==> src/rtl/riscv_regfile_mp.sv <==
// RISC-V integer register file: one write port, NUM_READ read ports, hardwired x0,
// optional write-to-read bypass, optional registered read stage and a post-reset clear sequencer.
module riscv_regfile_mp #(
   parameter int DATA_WIDTH   = 32,
   parameter int NUM_REGISTER = 32,
   parameter int NUM_READ     = 2,
   parameter int BYPASS       = 1,
   parameter int READ_REG     = 0
) (
   input  logic                                         clk,
   input  logic                                         reset,
   input  logic                                         reg_wen,
   input  logic [$clog2(NUM_REGISTER)-1:0]              addr_d,
   input  logic [DATA_WIDTH-1:0]                        data_d,
   input  logic [NUM_READ*$clog2(NUM_REGISTER)-1:0]     addr_r,
   output logic [NUM_READ*DATA_WIDTH-1:0]               data_r,
   output logic                                         ready
);

   localparam int SEL_WIDTH = $clog2(NUM_REGISTER);

   typedef enum logic [1:0] {
      ST_CLEAR = 2'b01,
      ST_RUN   = 2'b10
   } state_t;

   state_t                 state;
   state_t                 state_next;
   logic [SEL_WIDTH-1:0]   clr_ptr;
   logic [SEL_WIDTH-1:0]   clr_ptr_next;
   logic                   running;
   logic [DATA_WIDTH-1:0]  regs [NUM_REGISTER];

   always_ff @(posedge clk) begin
      if (reset) begin
         state   <= ST_CLEAR;
         clr_ptr <= SEL_WIDTH'(1);
      end else begin
         state   <= state_next;
         clr_ptr <= clr_ptr_next;
      end
   end

   // The terminal pointer value is the exit condition, so the pointer never wraps.
   always_comb begin
      state_next   = state;
      clr_ptr_next = clr_ptr;
      case (state)
         ST_CLEAR: begin
            if (clr_ptr == SEL_WIDTH'(NUM_REGISTER - 1)) begin
               state_next = ST_RUN;
            end else begin
               clr_ptr_next = clr_ptr + SEL_WIDTH'(1);
            end
         end
         ST_RUN: begin
            state_next = ST_RUN;
         end
         default: begin
            state_next   = ST_CLEAR;
            clr_ptr_next = SEL_WIDTH'(1);
         end
      endcase
   end

   always_ff @(posedge clk) begin
      regs[0] <= '0;
      if (!reset) begin
         if (state == ST_CLEAR) begin
            regs[clr_ptr] <= '0;
         end else if (state == ST_RUN && reg_wen && addr_d != '0) begin
            regs[addr_d] <= data_d;
         end
      end
   end

   assign running = (state == ST_RUN) && !reset;
   assign ready   = (state == ST_RUN);

   for (genvar i = 0; i < NUM_READ; i++) begin : g_port
      logic [SEL_WIDTH-1:0]  sel;
      logic [DATA_WIDTH-1:0] rd_val;

      assign sel = addr_r[i*SEL_WIDTH +: SEL_WIDTH];

      // Zero while clearing or in reset so stale contents never leak out.
      assign rd_val = (!running || sel == '0)                      ? '0     :
                      (BYPASS != 0 && reg_wen && addr_d == sel)    ? data_d :
                                                                     regs[sel];

      if (READ_REG != 0) begin : g_reg
         logic [DATA_WIDTH-1:0] rd_q;
         always_ff @(posedge clk) begin
            if (reset) begin
               rd_q <= '0;
            end else begin
               rd_q <= rd_val;
            end
         end
         assign data_r[i*DATA_WIDTH +: DATA_WIDTH] = rd_q;
      end else begin : g_comb
         assign data_r[i*DATA_WIDTH +: DATA_WIDTH] = rd_val;
      end
   end

endmodule

==> config.mk <==
export PLATFORM = sky130hd
export DESIGN_NAME = riscv_regfile_mp
export DESIGN_NICKNAME = d
export VERILOG_FILES = /design/src/rtl/riscv_regfile_mp.sv
export SDC_FILE = /design/constraint.sdc
export NUM_CORES = 1
export LEC_CHECK = 0
export BUFFER_PORTS_ARGS = -buffer_cell sky130_fd_sc_hd__clkbuf_2
export CORE_MARGIN = 3
export CORE_UTILIZATION = 55
export CTS_CLUSTER_SIZE = 30
export DETAILED_ROUTE_END_ITERATION = 6
export GPL_ROUTABILITY_DRIVEN = 0
export PLACE_DENSITY = 0.72
export SYNTH_ARGS = -nofsm -noshare
export SYNTH_HDL_FRONTEND = slang
export SYNTH_SLANG_ARGS = --single-unit
==> constraint.sdc <==
create_clock -name clk -period 5.6 [get_ports clk]
set_clock_uncertainty 0.1 [all_clocks]
set_input_delay 0.28 -clock clk [delete_from_list [all_inputs] [get_ports clk]]
set_output_delay 0.28 -clock clk [all_outputs]
set_load 0.02 [all_outputs]
==> run metrics, run 1 <==
Total Nets Final a little over 3000; vias in the first global route 31490; first-pass GRT wire length approximately 220000 µm; Post-Route Setup TNS 0 ps; CTS Buf Count 103; TritonCTS clock tree yes; Mean Syn Cell Area around 17 µm²; CP startpoint kind flip-flop; Ys Warns 0; layout cells sized above 1 a little under a third; initial antenna violation count 3; Max IR drop VDD between 0.2 and 0.3 mV; Hold Crit Start data_d[19]; drt first-iter violations 4706; Period minus WS final just over 4000 ps; area delta synth->final 11.78%; Yosys cell types 57; setup ws final 1554 ps; unrepaired setup endpoints after global routing no; Post-synth EDFFs approximately 990; Synth Register Bits 1031; Min-Delay Endpoint regs[11][19]; final hold slack 40.15 ps; number of H-tree levels 3; worst-margin pin slew 1385 ps; Worst EP required ~5800 ps; Tcrit/Tclk final around 72%; Max Cap Viol 0; DR pass1 iterations 6; GRT Total Usage around a third; synth top area cells edfxtp_1 61%, mux4_2 16%, mux2i_1 4.0%; die height a little over 300 µm; Cells after Synth approximately 2900; Max-slew headroom under 10%; vias per cell about 7.4; worst r2r src state[1]; clk root buf clkbuf_16; RR Endpoint regs[5][13]; Pwr Density 315.8 nW/µm²; Congestion Overflow GR 0; Hold Path Stages 3; CTS Sinks ~1000; IO buf count approximately 110; I/O pin count 115; clock insertion delay at the later pin of the skew report 660 ps; final setup fails 0; Core ar. a little under 90000 µm²; Clk pin slew, worst setup/hold paths about 60 ps; LEAKAGE approximately 18 nW; antenna viol nets, final 0; Seq/Total Area, Yosys a little over three fifths; Final Hold Fails 0; FF-to-FF path depth 7; Die ar. 92230 µm²; Synth top area share around three fifths; Crit. End Element flip-flop; fraction of registers with async set/reset 0%; detailed placer's ending HPWL 95790 µm; initial cell density of the core about 56%; final std cells w/o fill around 4200; Die W slightly above 300 µm; Final Max Tran Viols 0; DRT Wirelength roughly 150000 µm; DR vias roughly 31000; number of remaining DRC errors 0; largest area contributor in the netlist edfxtp_1; post-CTS sizing 0; r2r setup slk roughly 1600 ps; Hold Path Class in -> reg; placed instance area between 50000 and 60000 µm²; Max clock buf depth 3; cell area after synthesis 48740 µm²; CP max FO 32; pre-CTS setup slack about 1600 ps; fin area between 50000 and 60000 µm²; Top FF cell, synth edfxtp_1; fmax about 250 MHz; largest net degree at the start of global routing about 120; outcome completed; num rows approximately 110; critical path class reg -> reg; Placed Cells a little over 4000; drt wl/cell ~36 µm; critical path arrival about 4200 ps
## cell usage in the layout (no fill, tap or decap), types with 5 or more instances in the layout
cell type | Yosys | layout
a211oi_1 | 43 | 42
a21oi_1 | 41 | 41
a221oi_1 | 38 | 38
a22o_1 | 34 | 34
a22oi_1 | 95 | 95
buf_12 | 0 | 7
buf_4 | 18 | 119
bufinv_16 | 0 | 8
clkbuf_1 | 99 | 24
clkbuf_16 | 0 | 103
clkbuf_2 | 0 | 106
clkbuf_8 | 0 | 11
clkinv_1 | 0 | 21
clkinv_2 | 0 | 15
conb_1 | 1 | 32
dfxtp_1 | 39 | 39
edfxtp_1 | 992 | 992
inv_1 | 36 | 36
mux2_2 | 155 | 155
mux2i_1 | 195 | 195
mux4_2 | 357 | 357
nand2_1 | 100 | 100
nand2b_1 | 9 | 7
nand3_1 | 33 | 33
nor2_1 | 100 | 68
nor2_4 | 0 | 30
nor2b_1 | 41 | 36
nor2b_4 | 0 | 5
nor3_1 | 31 | 29
o2111ai_1 | 23 | 23
o211ai_1 | 28 | 28
o21ai_0 | 71 | 71
o22ai_1 | 60 | 60
o31ai_1 | 27 | 27
xnor2_1 | 6 | 6
## flip-flops by register name, indices dropped and copies added (netlist names)
| signal | count |
|---|---|
| clr_ptr | 5 |
| regs | 1024 |
| state | 2 |
## synthesized netlist by cell type (all sizes together) (2+ instances only)
library cell	instances
edfxtp	992
mux4	357
mux2i	195
mux2	155
buf	138
nand2	100
nor2	100
clkbuf	99
a22oi	95
o21ai	75
o22ai	60
a211oi	43
a21oi	41
nor2b	41
dfxtp	39
a221oi	38
inv	36
a22o	34
nand3	33
nor3	32
o211ai	29
o31ai	27
o2111ai	23
nand2b	9
xnor2	6
o21a	5
and2	4
ha	4
xor2	4
nand3b	3
nand4	3
nor3b	3
nor4	3
nor4b	3
o41ai	3
or2	3
or4	3
a21o	2
and3	2
and3b	2
nand4b	2
## logic make-up (layout without fill, tap and decap cells)
logic type	count (synthesis)	after routing	share of synthesized area, %
and+or+nand+nor	347	347	3.371
other	1	34	0.007694
DFF	1031	1031	62.72
buffers and inverters	273	469	2.654
AOI/OAI and AO/OA	477	477	6.885
muxes	707	707	24.08
adders and majority gates	4	4	0.1027
xor gates and xnor gates	10	10	0.1797
## power by group
part / leakage [nW] / switching, W / internal [W]
registers: 9.65 / 0.0000851 / 0.00854
clock network: 1.63 / 0.00295 / 0.00391
logic: 6.90 / 0.00111 / 0.000616
## per-stage QoR
stage	power (W)	utilization [%]
5_1_grt	0.01763	62.41
3_3_place_gp	0.01041	58.54
3_5_place_dp	0.01045	58.54
4_1_cts	0.01718	62.41
2_1_floorplan	0.009831	-
6_report	0.01721	62.41
## worst max-delay path: stages (launching register included)
cell and delay (ps):
dfxtp_1 360, inv_1 60, ha_1 290, and4bb_2 530
nand2_1 130, a22oi_1 620, nand2b_1 420, nor2_4 1110
## per-layer routing
| metal | routed length, µm | vias to the layer above | global-route usage (%) |
|---|---|---|---|
| li1 | - | 12134 | - |
| met1 | 53430 | 16096 | 43.40 |
| met2 | 70260 | 2490 | 50.02 |
| met3 | 20530 | 526 | 9.577 |
| met4 | 9654 | 4 | 17.97 |
| met5 | 27 | - | 0 |
## how the worst max path moves through the flow
| stage | slack [ps] | start | cells after the start | endpoint |
|---|---|---|---|---|
| after floorplan | 1100 | state[0] | 8 | regs[8][0] |
| after global placement | 1760 | state[1] | 7 | regs[4][17] |
| after detailed placement | 1630 | state[1] | 7 | regs[5][16] |
| after CTS | 1630 | state[1] | 7 | regs[5][13] |
| after global routing | 1360 | state[1] | 7 | regs[5][12] |
| final | 1550 | state[1] | 7 | regs[5][13] |
## area by class of cell
class	count	area (µm²)
Timing Repair Buffer	239	1654
Clock buffer	138	2819
Inverter	36	135.1
Clock inverter	56	525.5
Tap cell	1155	1445
Antenna cell	2	5.005
Multi-Input combinational cell	1577	17330
Sequential cell	1031	30570
Fill cell	6136	32810
## repair_timing
action | CTS | global route
endpoints found under the hold margin | 16 | 0
setup buffers | 0 | 0
hold buffers | 3 | 0
(Power assumes the default switching activity.)
==> run 2: changes to the inputs <==
==> constraint.sdc (replaced) <==
create_clock -name clk -period 4 [get_ports clk]
set_clock_uncertainty 0.1 [all_clocks]
set_input_delay 0.2 -clock clk [delete_from_list [all_inputs] [get_ports clk]]
set_output_delay 0.2 -clock clk [all_outputs]
set_load 0.02 [all_outputs]
==> run metrics, run 2 (synthesis results as in run 1) <==
outcome completed; clock insertion delay at the later pin of the skew report 670 ps (about the same); Max clock buf depth 3 (unchanged); vias per cell 7.437 (+0.77%); initial antenna violation count 7 (+4); final std cells w/o fill 4292 (+1.4%); Clock power frac 40.2% (+0.3 points); Reg power frac 49.3% (-0.8 points); Placed Cells 4093 (+1.4%); LEAKAGE 18.59 nW (+2.3%); CP cell instances inv_1 -> ha_1 -> nor2b_1 -> nand4b_1 -> buf_12 -> o21ai_0 -> clkbuf_2; worst-margin pin slew 1247 ps (-137.6 ps); vias in the first global route 31884 (+1.3%); Congestion Overflow GR 0 (unchanged); Final Max Tran Viols 0 (unchanged); number of remaining DRC errors 0 (unchanged); DRT Wirelength 156800 µm (+1.9%); CTS Sinks 1031 (unchanged); CP max FO 22 (-31%); drt wl/cell 36.52 µm (+0.48%); Tcrit/Tclk final roughly 98%; Die W 303.7 µm (unchanged); Final Hold Fails 0 (unchanged); Pwr Density 442.6 nW/µm² (+40%); CP startpoint kind flip-flop; combinational fraction of design power 10.4% (+0.4 points); P_sw 0.005865 W (+41%); Max Cap Viol 0 (unchanged); antenna viol nets, final 0 (unchanged); largest net degree at the start of global routing 83 (-29%); first-pass GRT wire length 225200 µm (+1.6%); layout cells sized above 1 32.19% (+1.2 points); DR vias 31921 (+2.1%); Hold Path Class in -> reg; drt first-iter violations 5611 (+19%); most common cell after layout, fill and taps aside edfxtp_1; Max IR drop VDD 0.3908 mV (+47%); max FFs per register 1024 (unchanged); IO buf count 114 (unchanged); Die ar. 92230 µm² (unchanged); setup bufs post-CTS 0 (unchanged); pre-CTS setup slack 373.0 ps (-1258 ps); CTS Buf Count 103 (unchanged); Clk pin slew, worst setup/hold paths 60 ps (about the same); Worst EP required 3700 ps (-2070 ps); clk root buf clkbuf_16; area delta synth->final 13.32%; unrepaired setup endpoints after global routing no; total internal power 0.01858 W (+42%); critical path arrival 3630 ps (-590 ps); Crit path max-delay family simple AND/OR/NAND/NOR gates; most frequent cells in the layout 992 x edfxtp_1, 357 x mux4_2, 195 x mux2i_1, 158 x buf_4, 155 x mux2_2; GRT Total Usage 33.60% (+0.61 points); crit-path max cell delay 600 ps (-510 ps); fmax approximately 250 MHz; Period minus WS final between 3000 and 4000 ps; DR pass1 iterations 7 (+1); Max-slew headroom 16.53% (+9.1 points); num rows 108 (unchanged); Total Nets Final 3101 (+1.9%); Crit. End Element output port; Core ar. 87290 µm² (unchanged); Largest Register regs; largest registers regs (1024), clr_ptr (5), state (2); number of H-tree levels 3 (unchanged); critical path class reg -> out; setup ws final 68.81 ps (-1485 ps); final setup fails 0 (unchanged); Net Sw Frac 24.00% (-0.10 points); Crit path buffers/inverters 3 (+2); Post-Route Setup TNS 0 ps (unchanged); TritonCTS clock tree yes; Slowest-stage cell, CP nand4b_1; die height 303.7 µm (unchanged); I/O pin count 115 (unchanged); detailed placer's ending HPWL 96170 µm (+0.40%); initial cell density of the core 55.84% (unchanged)
[run 2: final cells by class]
cell class,count,area [µm²]
Fill cell,6102,32060
Sequential cell,1031,30570
Multi-Input combinational cell,1577,17340
Clock buffer,144,2865
Timing Repair Buffer,298,2337
Tap cell,1155,1445
Clock inverter,49,538.0
Inverter,36,135.1
Antenna cell,2,5.005
[run 2: worst reg2reg max path, delay by kind of cell (launching register included)]
kind            cells  cell delay (ps)
fa+ha+maj           1              300
buf+inv             2              680
simple gates        3             1350
mux                 1               90
flops               1              360
compound gates      1              240
[run 2: path summary, 6_finish.rpt]
check                                from  slack (ps)      endpoint  depth (start not counted)
worst max-delay path             state[0]          70    data_r[42]                          7
worst min-delay path            data_d[8]          50   regs[24][8]                          3
worst max register to register   state[1]         440  regs[15][11]                          8
worst min register to register   state[0]         420      state[0]                          2
[run 2: through the flow]
stage / total power [W] / hold WS, ps / utilization (%) / cell area [µm²]
6_report: 0.02444 / 45.16 / 63.27 / 55230
5_1_grt: 0.02502 / 53.91 / 63.27 / 55230
4_1_cts: 0.02442 / 16.70 / 63.27 / 55230
3_5_place_dp: 0.01475 / 401.5 / 59.32 / 51780
3_3_place_gp: 0.01469 / 401.0 / 59.32 / 51780
2_1_floorplan: 0.01376 / 352.1 / - / 48870
[run 2: what timing repair did]
item / 4_1_cts / 5_1_grt
hold buffers: 4 / 0
hold endpoints to repair: 22 / 0
endpoints found under the setup margin: 0 / 1
resized for setup: 0 / 0
[run 2: power groups by stage]
| stage | registers [W] | clock network, W | logic [W] |
|---|---|---|---|
| global route | 0.0121 | 0.0103 | 0.00263 |
| floorplan | 0.0122 | 0 | 0.00152 |
| CTS | 0.0120 | 0.00989 | 0.00249 |
| detailed placement | 0.0123 | 0 | 0.00248 |
| finish | 0.0121 | 0.00984 | 0.00255 |
| global placement | 0.0123 | 0 | 0.00243 |
[run 2: layer usage]
layer / GRT usage [%] / share of wire (%) / vias to the layer above
met5: 0 / 0.020 / -
met4: 14.20 / 4.9 / 6
met3: 10.27 / 14 / 516
met2: 50.93 / 46 / 2821
met1: 45.67 / 35 / 16309
li1: - / - / 12269
